## src/rtl/ir_beat_detector_pkg.sv

```systemverilog
// Shared definitions for the IR beat detector and its neighbours in the IR chain.
package ir_beat_detector_pkg;

  // Sample width produced by the IR FIR filter.
  localparam int DATA_W_DEF = 20;

  typedef enum logic [1:0] {
    IDLE = 2'd0,
    RISE = 2'd1,
    FALL = 2'd2
  } state_t;

endpackage

```

## src/rtl/ir_beat_detector_if.sv

```systemverilog
// Sample stream in, beat report out, for the IR beat detector.
interface ir_beat_detector_if
  import ir_beat_detector_pkg::*;
#(
  parameter int DATA_W = DATA_W_DEF,
  parameter int CNT_W  = 12
);

  logic              In_Valid;
  logic [DATA_W-1:0] In_IR_Filtered;
  logic              Beat_Valid;
  logic [DATA_W-1:0] Peak_Value;
  logic [DATA_W-1:0] Trough_Value;
  logic [CNT_W-1:0]  Beat_Interval;
  logic              No_Signal;

  modport master (
    output In_Valid, In_IR_Filtered,
    input  Beat_Valid, Peak_Value, Trough_Value, Beat_Interval, No_Signal
  );

  modport slave (
    input  In_Valid, In_IR_Filtered,
    output Beat_Valid, Peak_Value, Trough_Value, Beat_Interval, No_Signal
  );

endinterface

```

## src/rtl/ir_beat_detector_interval_counter.sv

```systemverilog
// Counts valid samples since the last confirmed peak; flags the last count
// before the loss-of-signal window expires.
module beat_interval_counter #(
  parameter int CNT_W        = 12,
  parameter int MAX_INTERVAL = 3000
) (
  input  logic             clk,
  input  logic             rst_n,
  input  logic             en,
  input  logic             clr,
  output logic [CNT_W-1:0] cnt,
  output logic             tc
);

  // Clear wins over enable so a peak sample restarts the interval at zero.
  always_ff @(posedge clk or negedge rst_n) begin
    if (!rst_n)   cnt <= '0;
    else if (clr) cnt <= '0;
    else if (en)  cnt <= cnt + CNT_W'(1);
  end

  assign tc = (cnt == CNT_W'(MAX_INTERVAL - 1));

endmodule

```

## src/rtl/ir_beat_detector.sv

```systemverilog
// Hysteresis peak/trough tracker on the filtered IR stream; reports each beat's
// peak, preceding trough and interval, and flags loss of signal.
module ir_beat_detector
  import ir_beat_detector_pkg::*;
#(
  parameter int DATA_W       = DATA_W_DEF,
  parameter int CNT_W        = 12,
  parameter int HYST         = 256,
  parameter int MIN_INTERVAL = 40,
  parameter int MAX_INTERVAL = 3000
) (
  input  logic CLK_Filter,
  input  logic rst_n,
  ir_beat_detector_if.slave bus
);

  state_t            state, state_next;
  logic [DATA_W-1:0] run_max, run_min, trough_reg;
  logic [DATA_W-1:0] max_next, min_next, trough_next;
  logic              have_prev, prev_next;
  logic [DATA_W-1:0] x, max_upd, min_upd;
  logic [CNT_W-1:0]  cnt;
  logic              tc, cnt_en, cnt_clr;
  logic              peak_ok, trough_ok, beat, timeout;

  // Strictly greater than HYST, measured one bit wider so the difference never wraps.
  function automatic logic exceeds_hyst(input logic [DATA_W-1:0] hi,
                                        input logic [DATA_W-1:0] lo);
    logic [DATA_W:0] diff;
    diff = {1'b0, hi} - {1'b0, lo};
    return (hi >= lo) && (diff > (DATA_W+1)'(HYST));
  endfunction

  assign x         = bus.In_IR_Filtered;
  assign max_upd   = (x > run_max) ? x : run_max;
  assign min_upd   = (x < run_min) ? x : run_min;
  assign peak_ok   = exceeds_hyst(max_upd, x) && (cnt >= CNT_W'(MIN_INTERVAL));
  assign trough_ok = exceeds_hyst(x, min_upd);

  beat_interval_counter #(
    .CNT_W        (CNT_W),
    .MAX_INTERVAL (MAX_INTERVAL)
  ) u_counter (
    .clk   (CLK_Filter),
    .rst_n (rst_n),
    .en    (cnt_en),
    .clr   (cnt_clr),
    .cnt   (cnt),
    .tc    (tc)
  );

  // Next-state logic; a peak beats a timeout on the same sample, and a
  // timeout sample is dropped without touching the trackers.
  always_comb begin
    state_next  = state;
    max_next    = run_max;
    min_next    = run_min;
    trough_next = trough_reg;
    prev_next   = have_prev;
    beat        = 1'b0;
    timeout     = 1'b0;
    cnt_en      = 1'b0;
    cnt_clr     = 1'b0;
    if (bus.In_Valid) begin
      case (state)
        IDLE: begin
          max_next   = x;
          min_next   = x;
          prev_next  = 1'b0;
          cnt_clr    = 1'b1;
          state_next = RISE;
        end
        RISE: begin
          if (peak_ok) begin
            beat       = have_prev;
            prev_next  = 1'b1;
            min_next   = x;
            cnt_clr    = 1'b1;
            state_next = FALL;
          end else if (tc) begin
            timeout    = 1'b1;
            state_next = IDLE;
          end else begin
            max_next = max_upd;
            cnt_en   = 1'b1;
          end
        end
        FALL: begin
          if (tc) begin
            timeout    = 1'b1;
            state_next = IDLE;
          end else begin
            min_next = min_upd;
            cnt_en   = 1'b1;
            if (trough_ok) begin
              trough_next = min_upd;
              max_next    = x;
              state_next  = RISE;
            end
          end
        end
        default: state_next = IDLE;
      endcase
    end
  end

  // Tracker and state registers.
  always_ff @(posedge CLK_Filter or negedge rst_n) begin
    if (!rst_n) begin
      state      <= IDLE;
      run_max    <= '0;
      run_min    <= '0;
      trough_reg <= '0;
      have_prev  <= 1'b0;
    end else begin
      state      <= state_next;
      run_max    <= max_next;
      run_min    <= min_next;
      trough_reg <= trough_next;
      have_prev  <= prev_next;
    end
  end

  // Registered beat report; results hold between strobes.
  always_ff @(posedge CLK_Filter or negedge rst_n) begin
    if (!rst_n) begin
      bus.Beat_Valid    <= 1'b0;
      bus.Peak_Value    <= '0;
      bus.Trough_Value  <= '0;
      bus.Beat_Interval <= '0;
      bus.No_Signal     <= 1'b0;
    end else begin
      bus.Beat_Valid <= beat;
      if (beat) begin
        bus.Peak_Value    <= run_max;
        bus.Trough_Value  <= trough_reg;
        bus.Beat_Interval <= cnt + CNT_W'(1);
        bus.No_Signal     <= 1'b0;
      end else if (timeout) begin
        bus.No_Signal <= 1'b1;
      end
    end
  end

endmodule

```

## src/flat_wrapper.sv

```systemverilog
// flat-port wrapper written by rule: the top's interface ports become plain ports
module ir_beat_detector_flat import ir_beat_detector_pkg::*;
#(
  parameter int DATA_W       = DATA_W_DEF,
  parameter int CNT_W        = 12,
  parameter int HYST         = 256,
  parameter int MIN_INTERVAL = 40,
  parameter int MAX_INTERVAL = 3000
)
  (CLK_Filter, rst_n, bus_In_Valid, bus_In_IR_Filtered, bus_Beat_Valid, bus_Peak_Value, bus_Trough_Value, bus_Beat_Interval, bus_No_Signal);
  ir_beat_detector_if #(.DATA_W(DATA_W), .CNT_W(CNT_W)) bus_i ();
  input  logic CLK_Filter;
  input  logic rst_n;
  input wire logic [$bits(bus_i.In_Valid)-1:0] bus_In_Valid;
  input wire logic [$bits(bus_i.In_IR_Filtered)-1:0] bus_In_IR_Filtered;
  output wire logic [$bits(bus_i.Beat_Valid)-1:0] bus_Beat_Valid;
  output wire logic [$bits(bus_i.Peak_Value)-1:0] bus_Peak_Value;
  output wire logic [$bits(bus_i.Trough_Value)-1:0] bus_Trough_Value;
  output wire logic [$bits(bus_i.Beat_Interval)-1:0] bus_Beat_Interval;
  output wire logic [$bits(bus_i.No_Signal)-1:0] bus_No_Signal;
  assign bus_i.In_Valid = bus_In_Valid;
  assign bus_i.In_IR_Filtered = bus_In_IR_Filtered;
  assign bus_Beat_Valid = bus_i.Beat_Valid;
  assign bus_Peak_Value = bus_i.Peak_Value;
  assign bus_Trough_Value = bus_i.Trough_Value;
  assign bus_Beat_Interval = bus_i.Beat_Interval;
  assign bus_No_Signal = bus_i.No_Signal;
  ir_beat_detector #(.DATA_W(DATA_W), .CNT_W(CNT_W), .HYST(HYST), .MIN_INTERVAL(MIN_INTERVAL), .MAX_INTERVAL(MAX_INTERVAL)) u_core (.CLK_Filter(CLK_Filter), .rst_n(rst_n), .bus(bus_i));
endmodule
```

## config.mk

```make
export PLATFORM = sky130hd
export DESIGN_NAME = ir_beat_detector_flat
export DESIGN_NICKNAME = d
export VERILOG_FILES = /design/src/rtl/ir_beat_detector_pkg.sv /design/src/rtl/ir_beat_detector_if.sv /design/src/rtl/ir_beat_detector_interval_counter.sv /design/src/rtl/ir_beat_detector.sv /design/src/flat_wrapper.sv
export SDC_FILE = /design/constraint.sdc
export NUM_CORES = 1
export LEC_CHECK = 0
export ABC_AREA = 1
export BUFFER_PORTS_ARGS = -buffer_cell sky130_fd_sc_hd__buf_2
export CAP_MARGIN = 40
export CORE_ASPECT_RATIO = 0.5
export CORE_UTILIZATION = 45
export CTS_BUF_LIST = sky130_fd_sc_hd__clkbuf_4 sky130_fd_sc_hd__clkbuf_8
export DETAILED_ROUTE_END_ITERATION = 16
export PLACE_DENSITY_LB_ADDON = 0.15
export SLEW_MARGIN = 20
export SYNTH_ARGS = -nofsm -noshare
export SYNTH_HDL_FRONTEND = slang
export SYNTH_SLANG_ARGS = --single-unit
```

## constraint.sdc

```tcl
create_clock -name CLK_Filter -period 5.9 [get_ports CLK_Filter]
set_input_delay 1.18 -clock CLK_Filter [delete_from_list [all_inputs] [get_ports CLK_Filter]]
set_output_delay 1.18 -clock CLK_Filter [all_outputs]
set_load 0.01 [all_outputs]
```

==> impl_metrics.py <==
metrics = {
    "global_route": {
        "grt.overflow.total": 0,
        "antenna_found_initial": 0,
        "grt_pass1_wl_um": 47440,
        "grt_max_degree": 107,
        "grt_pass1_vias": 9156,
        "grt_use_total_pct": 25.82,
    },
    "finish": {
        "nNetsFinal": 1688,
        "drive_above_1_share_pct": 8.537,
        "diodes": 0,
        "area_growth_pct": 11.13,
        "fillers": 2244,
        "stdcell_area_mm2": 0.01126,
    },
    "sta": {
        "whs_ps": 487.2,
        "drv_slew": 0,
        "skew_ps": 16.66,
        "finalSetupViolations": 0,
        "slew_headroom_pct": 50.26,
        "setup_tns_ps": 0,
        "final_hold_viol_count": 0,
        "worst_pin_slew_ps": 746.1,
        "setup_ws_ps": 594.2,
        "fmax_mhz": 188.5,
        "rsz0062_at_grt": "false",
        "period_needed_ps": 5306,
        "min_period_over_period_pct": 89.93,
    },
    "power": {
        "leakagePower_nw": 6.088,
        "swShare_pct": 51.56,
        "intPower_w": 0.002674,
        "p_clk_share_pct": 14.9,
        "p_seq_share_pct": 20.6,
        "total_power_w": 0.005522,
        "combPwrFrac_pct": 64.5,
        "power_switching_w": 0.002847,
        "powerDensity_mw_per_mm2": 490.2,
        "peakVddDrop_mv": 0.2135,
    },
    "die": {
        "top_level_ports": 77,
        "fp-row-count": 38,
        "dieArea_mm2": 0.02317,
        "coreArea_mm2": 0.02187,
        "die_height_um": 108.1,
        "die_x_um": 214.2,
        "initial_core_util_pct": 46.34,
    },
    "critical_path": {
        "end_kind": "flop",
        "cp_max_fo": 21,
        "cp-start-kind": "primary input",
        "criticalPathCategory": "in -> reg",
        "worstRegToRegCells": 26,
        "r2r_slack_ps": 1000,
        "cp.required_ps": 6260,
        "worstPathArrival_ps": 5670,
    },
    "drt": {
        "drtAntennaViolNets": 0,
        "drc_errors": 0,
        "via_per_inst": 5.239,
        "drt-initial-drc-count": 941,
        "wl_per_cell_um": 15.15,
        "route.vias.total": 9918,
        "drtPass1Iterations": 5,
        "drt_wl_total_um": 28670,
    },
    "placed_design": {
        "placed_area_mm2": 0.01080,
        "pre_cts_ws_ps": -17.68,
        "port-buffer-count": 76,
        "place_congestion": 0.9801,
        "hpwl_um": 22610,
    },
    "cts": {
        "cts_tree": "built",
        "cts_root_buf": "clkbuf_8",
        "htreeDepth": 4,
        "insertion_delay_ps": 470,
        "cts_setup_buffers": 0,
        "cts.sinks": 129,
        "cts_max_path_buffers": 2,
        "clk_pin_slew_ps": 80,
        "numCtsBuffers": 17,
        "cts_resized": 0,
        "cts_hold_buf": 0,
    },
    "run": {
        "maxCapViolations": 0,
    },
    "logic_synthesis": {
        "ys_seq_elements": 129,
        "synth_top_family_by_area": "simple AND/OR/NAND/NOR gates",
        "synth-xor-area-share_pct": 1.123,
        "yosysSeqAreaShare_pct": 31.85,
        "synthMuxAreaShare_pct": 0,
        "synth.distinct_cells": 39,
        "ys_warn_count": 0,
        "synth_area_per_cell_um2": 6.668,
        "synth_nets": 1628,
        "synth_area_mm2": 0.01014,
        "synthCells": 1520,
        "synthSimpleGateAreaFrac_pct": 31.48,
        "synth_compound_gate_area_share_pct": 12.95,
        "synth_fa_ha_area_share_pct": 10.49,
    },
    "worst_hold_path": {
        "min_path_type": "reg -> reg",
        "min_path_cells": 2,
    },
    "status": {
        "outcome": "finished clean",
    },
}
## kinds of logic after synthesis
family,count (synthesis)
xor+xnor,13
fa+ha+maj,85
simple gates,735
flops,129
buf+inv,314
compound gates,244
## stage by stage
| step | utilization (%) | cells |
|---|---|---|
| 3_3_place_gp | 49.39 | 1860 |
| 3_5_place_dp | 49.39 | 1860 |
| 6_report | 51.50 | 1893 |
| 2_1_floorplan | - | 1520 |
| 4_1_cts | 51.34 | 1892 |
| 5_1_grt | 51.50 | 1893 |
## cells in the final DEF (no fill, tap or decap), types with 15 or more instances in the layout
cell type	synthesis	routed
nand2_1	454	453
inv_1	259	259
dfrtp_1	129	129
o21ai_0	122	122
nand3_1	109	109
ha_1	85	85
buf_2	15	75
nor2_1	64	64
a21oi_1	61	61
nand4_1	54	54
o21ai_1	26	26
o21a_1	20	20
and2_1	20	20
clkbuf_8	0	19
nor3_1	16	16
buf_4	2	15
## power groups by stage
stage	Clock (W)	Combinational (W)	Sequential, W
after floorplan	0	0.00260	0.00111
after global placement	0	0.00345	0.00115
after detailed placement	0	0.00348	0.00115
after CTS	0.000840	0.00350	0.00114
after global routing	0.000878	0.00405	0.00116
final	0.000821	0.00356	0.00114
## area by class of cell
type,instances,area (µm²),area share (%)
tap,300,375.4,3.332
timing repair buffer,94,566.8,5.032
clock buffer,20,269.0,2.388
clock inverter,12,156.4,1.388
sequential,129,3228,28.66
multi-input combinational,1077,5689,50.51
inverter,261,979.7,8.697
## Yosys cell counts (all sizes together)
library cell	n	share of area [%]
a21o	1	0.074
ha	85	10
o21bai	4	0.30
dfrtp	129	32
xor2	11	0.95
nor4	2	0.12
buf	25	1.4
clkbuf	28	1.0
o22ai	1	0.062
o2111a	1	0.11
a21oi	61	3.0
or2	1	0.062
o211ai	3	0.22
o31ai	2	0.15
nor4b	1	0.086
xnor2	2	0.17
o311ai	1	0.086
nand4	54	3.3
inv	261	9.7
nand3	111	5.7
nor2	65	2.4
a21boi	1	0.074
nor3	17	0.89
nand3b	9	0.67
nand2	454	17
o21a	20	1.5
a211oi	1	0.074
nor3b	1	0.19
and2	20	1.2
o21ai	148	7.3
## worst max-delay path: stages
cell and delay [ps]:
buf_2 140, ha_1 320, nand4_1 150, nor3_1 250, nor4b_2 290, nand4_1 140, nand2_1 100, buf_4 240
nand2_1 100, and2_1 150, ha_1 390, nand2_1 100, inv_1 80, nand3_1 130, nor2_1 200, nand3_1 140
nand3_1 230, nand4_1 130, nor2_1 130, nand3_2 180, nand2_1 180, nand3_1 170, nand2_1 160, nand2_2 170
nand3_1 140, nand2_1 70
## layer usage
layer	vias to the layer above	wire length, µm	track usage, %
li1	5020	-	-
met1	4609	14840	37.95
met2	249	11720	38.01
met3	40	1475	4.782
met4	0	645	8.265
met5	-	0	0
## path summary, 6_finish.rpt
| check | startpoint | to |
|---|---|---|
| hold / removal | u_core.trough_reg[11] | u_core.bus.Trough_Value[11] |
| setup / recovery | bus_In_IR_Filtered[19] | u_core.u_counter.cnt[4] |
| setup reg to reg | u_core.run_max[19] | u_core.u_counter.cnt[4] |
| min in group asynchronous | rst_n | u_core.run_min[4] |
| hold reg to reg | u_core.trough_reg[11] | u_core.bus.Trough_Value[11] |
| max in group asynchronous | rst_n | u_core.u_counter.cnt[2] |
(Power assumes the default switching activity.)
